## config.mk

```make
export PLATFORM = sky130hd
export DESIGN_NAME = antic_dlist_dma_flat
export DESIGN_NICKNAME = d
export VERILOG_FILES = /design/src/rtl/antic_dlist_dma_if.sv /design/src/rtl/antic_dlist_dma.sv /design/src/flat_wrapper.sv
export SDC_FILE = /design/constraint.sdc
export NUM_CORES = 1
export LEC_CHECK = 0
export CORE_ASPECT_RATIO = 1.75
export CORE_MARGIN = 3
export CORE_UTILIZATION = 50
export DETAILED_ROUTE_END_ITERATION = 16
export DONT_BUFFER_PORTS = 1
export GPL_TIMING_DRIVEN = 0
export SLEW_MARGIN = 20
export SYNTH_ARGS = -nofsm -noshare
export SYNTH_HDL_FRONTEND = slang
export SYNTH_SLANG_ARGS = --single-unit
```

## constraint.sdc

```tcl
create_clock -name phi2 -period 7.8 [get_ports phi2]
set_clock_uncertainty 0.05 [all_clocks]
set_input_delay 0 -clock phi2 [delete_from_list [all_inputs] [get_ports phi2]]
set_output_delay 0 -clock phi2 [all_outputs]
set_load 0.03 [all_outputs]
```

## src/rtl/antic_dlist_dma_if.sv

```systemverilog
// Memory-fetch and decoded-instruction bus between the display-list DMA and its
// neighbours (memory on one side, the line generator on the other).
interface antic_dlist_dma_if #(
  parameter int ADDR_W = 16
);
  logic [ADDR_W-1:0] address;
  logic              halt_L;
  logic [7:0]        DB;

  // Handshake: an entry transfers on a rising edge where instr_valid and
  // instr_ready are both 1. While instr_valid is 1 and no transfer happens,
  // instr/lms/lms_addr hold steady; instr_valid never drops without a transfer,
  // except when start flushes the queue.
  logic              instr_valid;
  logic              instr_ready;
  logic [7:0]        instr;
  logic              lms;
  logic [ADDR_W-1:0] lms_addr;

  modport master (
    output address, halt_L, instr_valid, instr, lms, lms_addr,
    input  DB, instr_ready
  );

  modport slave (
    input  address, halt_L, instr_valid, instr, lms, lms_addr,
    output DB, instr_ready
  );
endinterface

```

## src/rtl/antic_dlist_dma.sv

```systemverilog
// Display-list DMA fetcher: steals bus cycles to read display-list bytes,
// decodes mode/LMS/JMP/JVB instructions and queues entries for the line generator.
module antic_dlist_dma #(
  parameter int ADDR_W     = 16,
  parameter int WRAP_BITS  = 10,
  parameter int FIFO_DEPTH = 4
) (
  input  logic              phi2,
  input  logic              RST_L,
  input  logic              start,
  input  logic [ADDR_W-1:0] dlist_base,
  input  logic              dl_en,
  input  logic              vblank,
  output logic [ADDR_W-1:0] dlistptr,
  output logic [2:0]        cstate,
  antic_dlist_dma_if.master bus
);

  typedef enum logic [2:0] {
    IDLE = 3'd0,
    OP   = 3'd1,
    LO   = 3'd2,
    HI   = 3'd3,
    PUSH = 3'd4,
    WVB  = 3'd5
  } state_e;

  localparam int PTR_W = $clog2(FIFO_DEPTH);
  localparam int ENT_W = 8 + 1 + ADDR_W;
  // Only the low WRAP_BITS of the pointer count; upper bits pick the window.
  localparam logic [ADDR_W-1:0] WRAP_MASK = ~({ADDR_W{1'b1}} << WRAP_BITS);

  state_e            state_q, state_d;
  logic [ADDR_W-1:0] ptr_q, ptr_d;
  logic [7:0]        op_q, op_d;
  logic [7:0]        lo_q, lo_d;
  logic [ADDR_W-1:0] ptr_inc;
  logic [ADDR_W-1:0] target;

  logic [ENT_W-1:0]  fifo_q [FIFO_DEPTH];
  logic [PTR_W-1:0]  wr_q, rd_q;
  logic [PTR_W:0]    cnt_q;
  logic              push, pop, flush, full, empty;
  logic [ENT_W-1:0]  push_data;
  logic [ENT_W-1:0]  head;

  assign ptr_inc = (ptr_q & ~WRAP_MASK) | ((ptr_q + ADDR_W'(1)) & WRAP_MASK);
  assign target  = ADDR_W'({bus.DB, lo_q});

  assign full  = (cnt_q == (PTR_W+1)'(FIFO_DEPTH));
  assign empty = (cnt_q == '0);
  assign pop   = !empty && bus.instr_ready;

  always_ff @(posedge phi2) begin
    if (!RST_L) begin
      state_q <= IDLE;
      ptr_q   <= '0;
      op_q    <= '0;
      lo_q    <= '0;
    end else begin
      state_q <= state_d;
      ptr_q   <= ptr_d;
      op_q    <= op_d;
      lo_q    <= lo_d;
    end
  end

  always_comb begin
    state_d   = state_q;
    ptr_d     = ptr_q;
    op_d      = op_q;
    lo_d      = lo_q;
    push      = 1'b0;
    push_data = '0;
    flush     = 1'b0;
    if (start) begin
      ptr_d   = dlist_base;
      flush   = 1'b1;
      state_d = dl_en ? OP : IDLE;
    end else begin
      case (state_q)
        IDLE: if (dl_en) state_d = OP;
        OP: begin
          if (!dl_en) begin
            state_d = IDLE;
          end else if (!full) begin
            op_d  = bus.DB;
            ptr_d = ptr_inc;
            // JMP/JVB (m=1) and LMS modes carry a two-byte operand.
            if ((bus.DB[3:0] == 4'd1) || ((bus.DB[3:0] != 4'd0) && bus.DB[6]))
              state_d = LO;
            else
              state_d = PUSH;
          end
        end
        LO: begin
          lo_d    = bus.DB;
          ptr_d   = ptr_inc;
          state_d = HI;
        end
        HI: begin
          if (op_q[3:0] == 4'd1) begin
            ptr_d = target;
            if (op_q[6]) begin
              push      = 1'b1;
              push_data = {op_q, 1'b0, {ADDR_W{1'b0}}};
              state_d   = WVB;
            end else begin
              state_d = OP;
            end
          end else begin
            ptr_d     = ptr_inc;
            push      = 1'b1;
            push_data = {op_q, 1'b1, target};
            state_d   = OP;
          end
          if (!dl_en) state_d = IDLE;
        end
        PUSH: begin
          push      = 1'b1;
          push_data = {op_q, 1'b0, {ADDR_W{1'b0}}};
          state_d   = dl_en ? OP : IDLE;
        end
        WVB: begin
          if (!dl_en)      state_d = IDLE;
          else if (vblank) state_d = OP;
        end
        default: state_d = IDLE;
      endcase
    end
  end

  always_ff @(posedge phi2) begin
    if (!RST_L) begin
      wr_q  <= '0;
      rd_q  <= '0;
      cnt_q <= '0;
    end else if (flush) begin
      wr_q  <= '0;
      rd_q  <= '0;
      cnt_q <= '0;
    end else begin
      if (push) wr_q <= wr_q + PTR_W'(1);
      if (pop)  rd_q <= rd_q + PTR_W'(1);
      case ({push, pop})
        2'b10:   cnt_q <= cnt_q + (PTR_W+1)'(1);
        2'b01:   cnt_q <= cnt_q - (PTR_W+1)'(1);
        default: cnt_q <= cnt_q;
      endcase
    end
  end

  // Storage needs no reset: head outputs are masked while the queue is empty.
  always_ff @(posedge phi2) begin
    if (RST_L && !flush && push) fifo_q[wr_q] <= push_data;
  end

  assign head            = fifo_q[rd_q];
  assign bus.instr_valid = !empty;
  assign bus.instr       = empty ? 8'h00 : head[ENT_W-1 -: 8];
  assign bus.lms         = !empty && head[ADDR_W];
  assign bus.lms_addr    = empty ? '0 : head[ADDR_W-1:0];

  assign bus.address = ptr_q;
  assign bus.halt_L  = !(((state_q == OP) && !full) || (state_q == LO) || (state_q == HI));
  assign dlistptr    = ptr_q;
  assign cstate      = state_q;

endmodule

```

## src/flat_wrapper.sv

```systemverilog
// flat-port wrapper written by rule: the top's interface ports become plain ports
module antic_dlist_dma_flat 
#(
  parameter int ADDR_W     = 16,
  parameter int WRAP_BITS  = 10,
  parameter int FIFO_DEPTH = 4
)
  (phi2, RST_L, start, dlist_base, dl_en, vblank, dlistptr, cstate, bus_address, bus_halt_L, bus_instr_valid, bus_instr, bus_lms, bus_lms_addr, bus_DB, bus_instr_ready);
  antic_dlist_dma_if #(.ADDR_W(ADDR_W)) bus_i ();
  input  logic phi2;
  input  logic RST_L;
  input  logic start;
  input  logic [ADDR_W-1:0] dlist_base;
  input  logic dl_en;
  input  logic vblank;
  output logic [ADDR_W-1:0] dlistptr;
  output logic [2:0] cstate;
  output wire logic [$bits(bus_i.address)-1:0] bus_address;
  output wire logic [$bits(bus_i.halt_L)-1:0] bus_halt_L;
  output wire logic [$bits(bus_i.instr_valid)-1:0] bus_instr_valid;
  output wire logic [$bits(bus_i.instr)-1:0] bus_instr;
  output wire logic [$bits(bus_i.lms)-1:0] bus_lms;
  output wire logic [$bits(bus_i.lms_addr)-1:0] bus_lms_addr;
  input wire logic [$bits(bus_i.DB)-1:0] bus_DB;
  input wire logic [$bits(bus_i.instr_ready)-1:0] bus_instr_ready;
  assign bus_address = bus_i.address;
  assign bus_halt_L = bus_i.halt_L;
  assign bus_instr_valid = bus_i.instr_valid;
  assign bus_instr = bus_i.instr;
  assign bus_lms = bus_i.lms;
  assign bus_lms_addr = bus_i.lms_addr;
  assign bus_i.DB = bus_DB;
  assign bus_i.instr_ready = bus_instr_ready;
  antic_dlist_dma #(.ADDR_W(ADDR_W), .WRAP_BITS(WRAP_BITS), .FIFO_DEPTH(FIFO_DEPTH)) u_core (.phi2(phi2), .RST_L(RST_L), .start(start), .dlist_base(dlist_base), .dl_en(dl_en), .vblank(vblank), .dlistptr(dlistptr), .cstate(cstate), .bus(bus_i));
endmodule
```

==> run summary <==
outcome: finished clean
nets: 570
Synth area leader: edfxtp_1
most frequent cell after synthesis: edfxtp_1
Worst Hold End: u_core.cstate[2]
setup bufs post-CTS: 0
R2R setup slack: 4.76 ns
diode count: 0
area grow syn2layout: 16.61%
drt total wl: 14.03 mm
Fillers: 1014
DRC errors left: 0
vias in the first global route: 4130
pwr/cell area: 229.0 nW/um2
# H-tree levels: 4
cts bufs inserted: 17
Core Region: 12500 um2
Die W: 91.34 um
Final Hold Vio Count: 0
crit-path max FO: 10
synth top area cells: edfxtp_1 47%, dfxtp_1 14%, mux4_2 8.8%
register area: 3884 um2
vias per cell: 5.678
Max Cap Viol: 0
Yosys top cell area share: 47.12%
clock latency on the worst-skew pair: 0.41 ns
die height: 155.3 um
Cell variety after synth: 56
antenna violations before repair: 0
worst hold path type: primary input to flop
setup TNS: 0 ns
CTS Sinks: 144
DRT antenna net count: 0
RR Endpoint: u_core.cnt_q[2]
Ports: 92
min-delay src: dl_en
number of synthesized flops with an enable pin: 100
Initial Utilization: 50.98%
register area share after synthesis: 60.95%
Synth Warn #: 0
CTS tree: done
ys flop type: edfxtp_1
Cell Area, Synth: 6372 um2
CP Data Arrival Time: 3.32 ns
Final Util: 59.45%
Iter 0 DRT Violations: 163
final cell count without fillers: 714
Root Driver: clkbuf_16
clk slew on worst S/H paths: 0.06 ns
Combinational Power Share: 4.8%
worst r2r src: u_core.cstate[2]
max_slew headroom: 35.70%
Avg WL per Cell: 19.65 um
die area: 14190 um2
worst-margin pin slew: 0.9593 ns
LEAKAGE: 2.617 nW
Post-Syn Nets: 524
Synth top cells by count: 100 x edfxtp_1, 52 x and2_1, 44 x dfxtp_1
clk buf depth: 2
min Tclk post-route: 3.037 ns
share of flip-flops with an asynchronous set or reset: 0%
share of layout cells above drive strength 1: 15.93%
Placed Area: 6588 um2
GRT Total Usage: 20.55%
Slew Limit Fails: 0
Pint: 1.321 mW
post-route cell area: 7431 um2
Avg Inst Size Synth: 13.08 um2
NetSw: 0.3804 mW
Placer Congestion: 0.7832
maximum vdd drop: 0.1460 mV
final period utilization: 38.94%
final setup violation count: 0
Setup CP Type: flop to flop
largest net degree at the start of global routing: 26
Mapped Cells: 487
Seq cells post-synth: 144
Hold Path Depth: 4
CP endpoint kind: flop
Buffers on Ports: 0
Placed Cells: 655
via count: 4054
first-pass iteration count of the detailed router: 4
f_max: 329.2 MHz
Clock power frac: 45.9%
Post-DP HPWL: 9.754 mm
Sw Ratio: 22.35%
CP Launch Type: flop
Multi-input gate area: 2212 um2
first-pass GRT wire length: 22.16 mm
Row Count: 54
total congestion overflow: 0
CP required: 8.09 ns
unrepaired setup endpoints after global routing: no
Reg power frac: 49.3%
cell count of the worst reg-to-reg path: 11
## kinds of logic after synthesis
kind of cell,share of synthesized area [%]
simple gates,14.67
buf+inv,4.418
fa+ha+maj,1.492
flops,60.95
mux,10.25
compound gates,7.265
xor+xnor,0.9621
## area by class of cell
cell class	count	area share, %
Multi-Input combinational cell	289	29.77
Clock inverter	12	1.835
Tap cell	168	2.829
Clock buffer	20	5.876
Sequential cell	144	52.26
Timing Repair Buffer	27	3.637
Buffer	43	3.233
Inverter	11	0.5556
## sequential cells by signal, summed over array words and instances (netlist names), named ones only
signal / cells
u_core.op_q: 8
u_core.lo_q: 8
u_core.bus.address: 16
u_core.cstate: 3
u_core.wr_q: 2
u_core.rd_q: 2
u_core.cnt_q: 3
u_core.fifo_q: 100
## per-stage QoR
stage / hold slack, ns / power [mW] / setup slack (ns)
3_5_place_dp: 0.09336 / 0.9212 / 4.794
4_1_cts: 0.007276 / 1.712 / 4.761
2_1_floorplan: 0.08597 / 0.9072 / 5.140
6_report: 0.04634 / 1.702 / 4.763
3_3_place_gp: 0.08829 / 0.9202 / 4.353
5_1_grt: 0.03234 / 1.752 / 4.508
## routing by layer
metal  share of wire, %  wire (um)  GRT usage [%]
met1                 37       5239          22.09
met2                 57       7939          38.37
met3                3.9        551          4.596
met4                2.1        297          8.489
met5                  0          0              0
## how the worst max path moves through the flow
stage,startpoint,to,slack (ns),cells past startpoint
after floorplan,u_core.cstate[2],u_core.fifo_q[0][0],5.14,5
after global placement,u_core.cstate[2],u_core.fifo_q[3][20],4.35,5
after detailed placement,u_core.cstate[2],u_core.cnt_q[2],4.79,11
after CTS,u_core.cstate[2],u_core.cnt_q[2],4.76,11
after global routing,u_core.cstate[2],u_core.cnt_q[1],4.51,11
final,u_core.cstate[2],u_core.cnt_q[2],4.76,11
## power groups by stage
stage | logic [mW] | clock network, mW | registers, mW
CTS | 0.0809 | 0.792 | 0.839
finish | 0.0815 | 0.781 | 0.839
floorplan | 0.0554 | 0 | 0.852
detailed placement | 0.0657 | 0 | 0.855
global route | 0.0877 | 0.824 | 0.840
global placement | 0.0647 | 0 | 0.855
## critical path, stage by stage, from the launching register on
cell	delay, ns
dfxtp_1	0.61
clkbuf_1	0.38
nor3b_1	0.41
o21ai_0	0.19
nor2_1	0.27
inv_1	0.08
ha_1	0.21
inv_1	0.07
fa_1	0.17
xor2_1	0.07
or3_1	0.31
a21oi_1	0.14
## cells in the final DEF, fill, tap and decap left out, drive strengths merged, types with 4 or more instances in the layout
| master | count |
|---|---|
| o21ai | 8 |
| and3 | 10 |
| edfxtp | 100 |
| a31oi | 6 |
| a311oi | 6 |
| or3 | 4 |
| nand3 | 10 |
| o32ai | 5 |
| nor2 | 31 |
| xor2 | 4 |
| clkbuf | 41 |
| dfxtp | 44 |
| and2 | 52 |
| ha | 6 |
| clkinvlp | 6 |
| inv | 13 |
| o21a | 6 |
| or2 | 4 |
| mux2i | 9 |
| dlygate4sd3 | 27 |
| buf | 22 |
| nand2 | 35 |
| a21oi | 17 |
| nor3 | 13 |
| mux4 | 25 |
## timing repair
| item | in CTS | in global routing |
|---|---|---|
| gates resized for setup | 0 | 0 |
| hold buffers | 27 | 0 |
| hold endpoints to repair | 76 | 0 |
No activity file was read; power rests on OpenSTA's default activity.
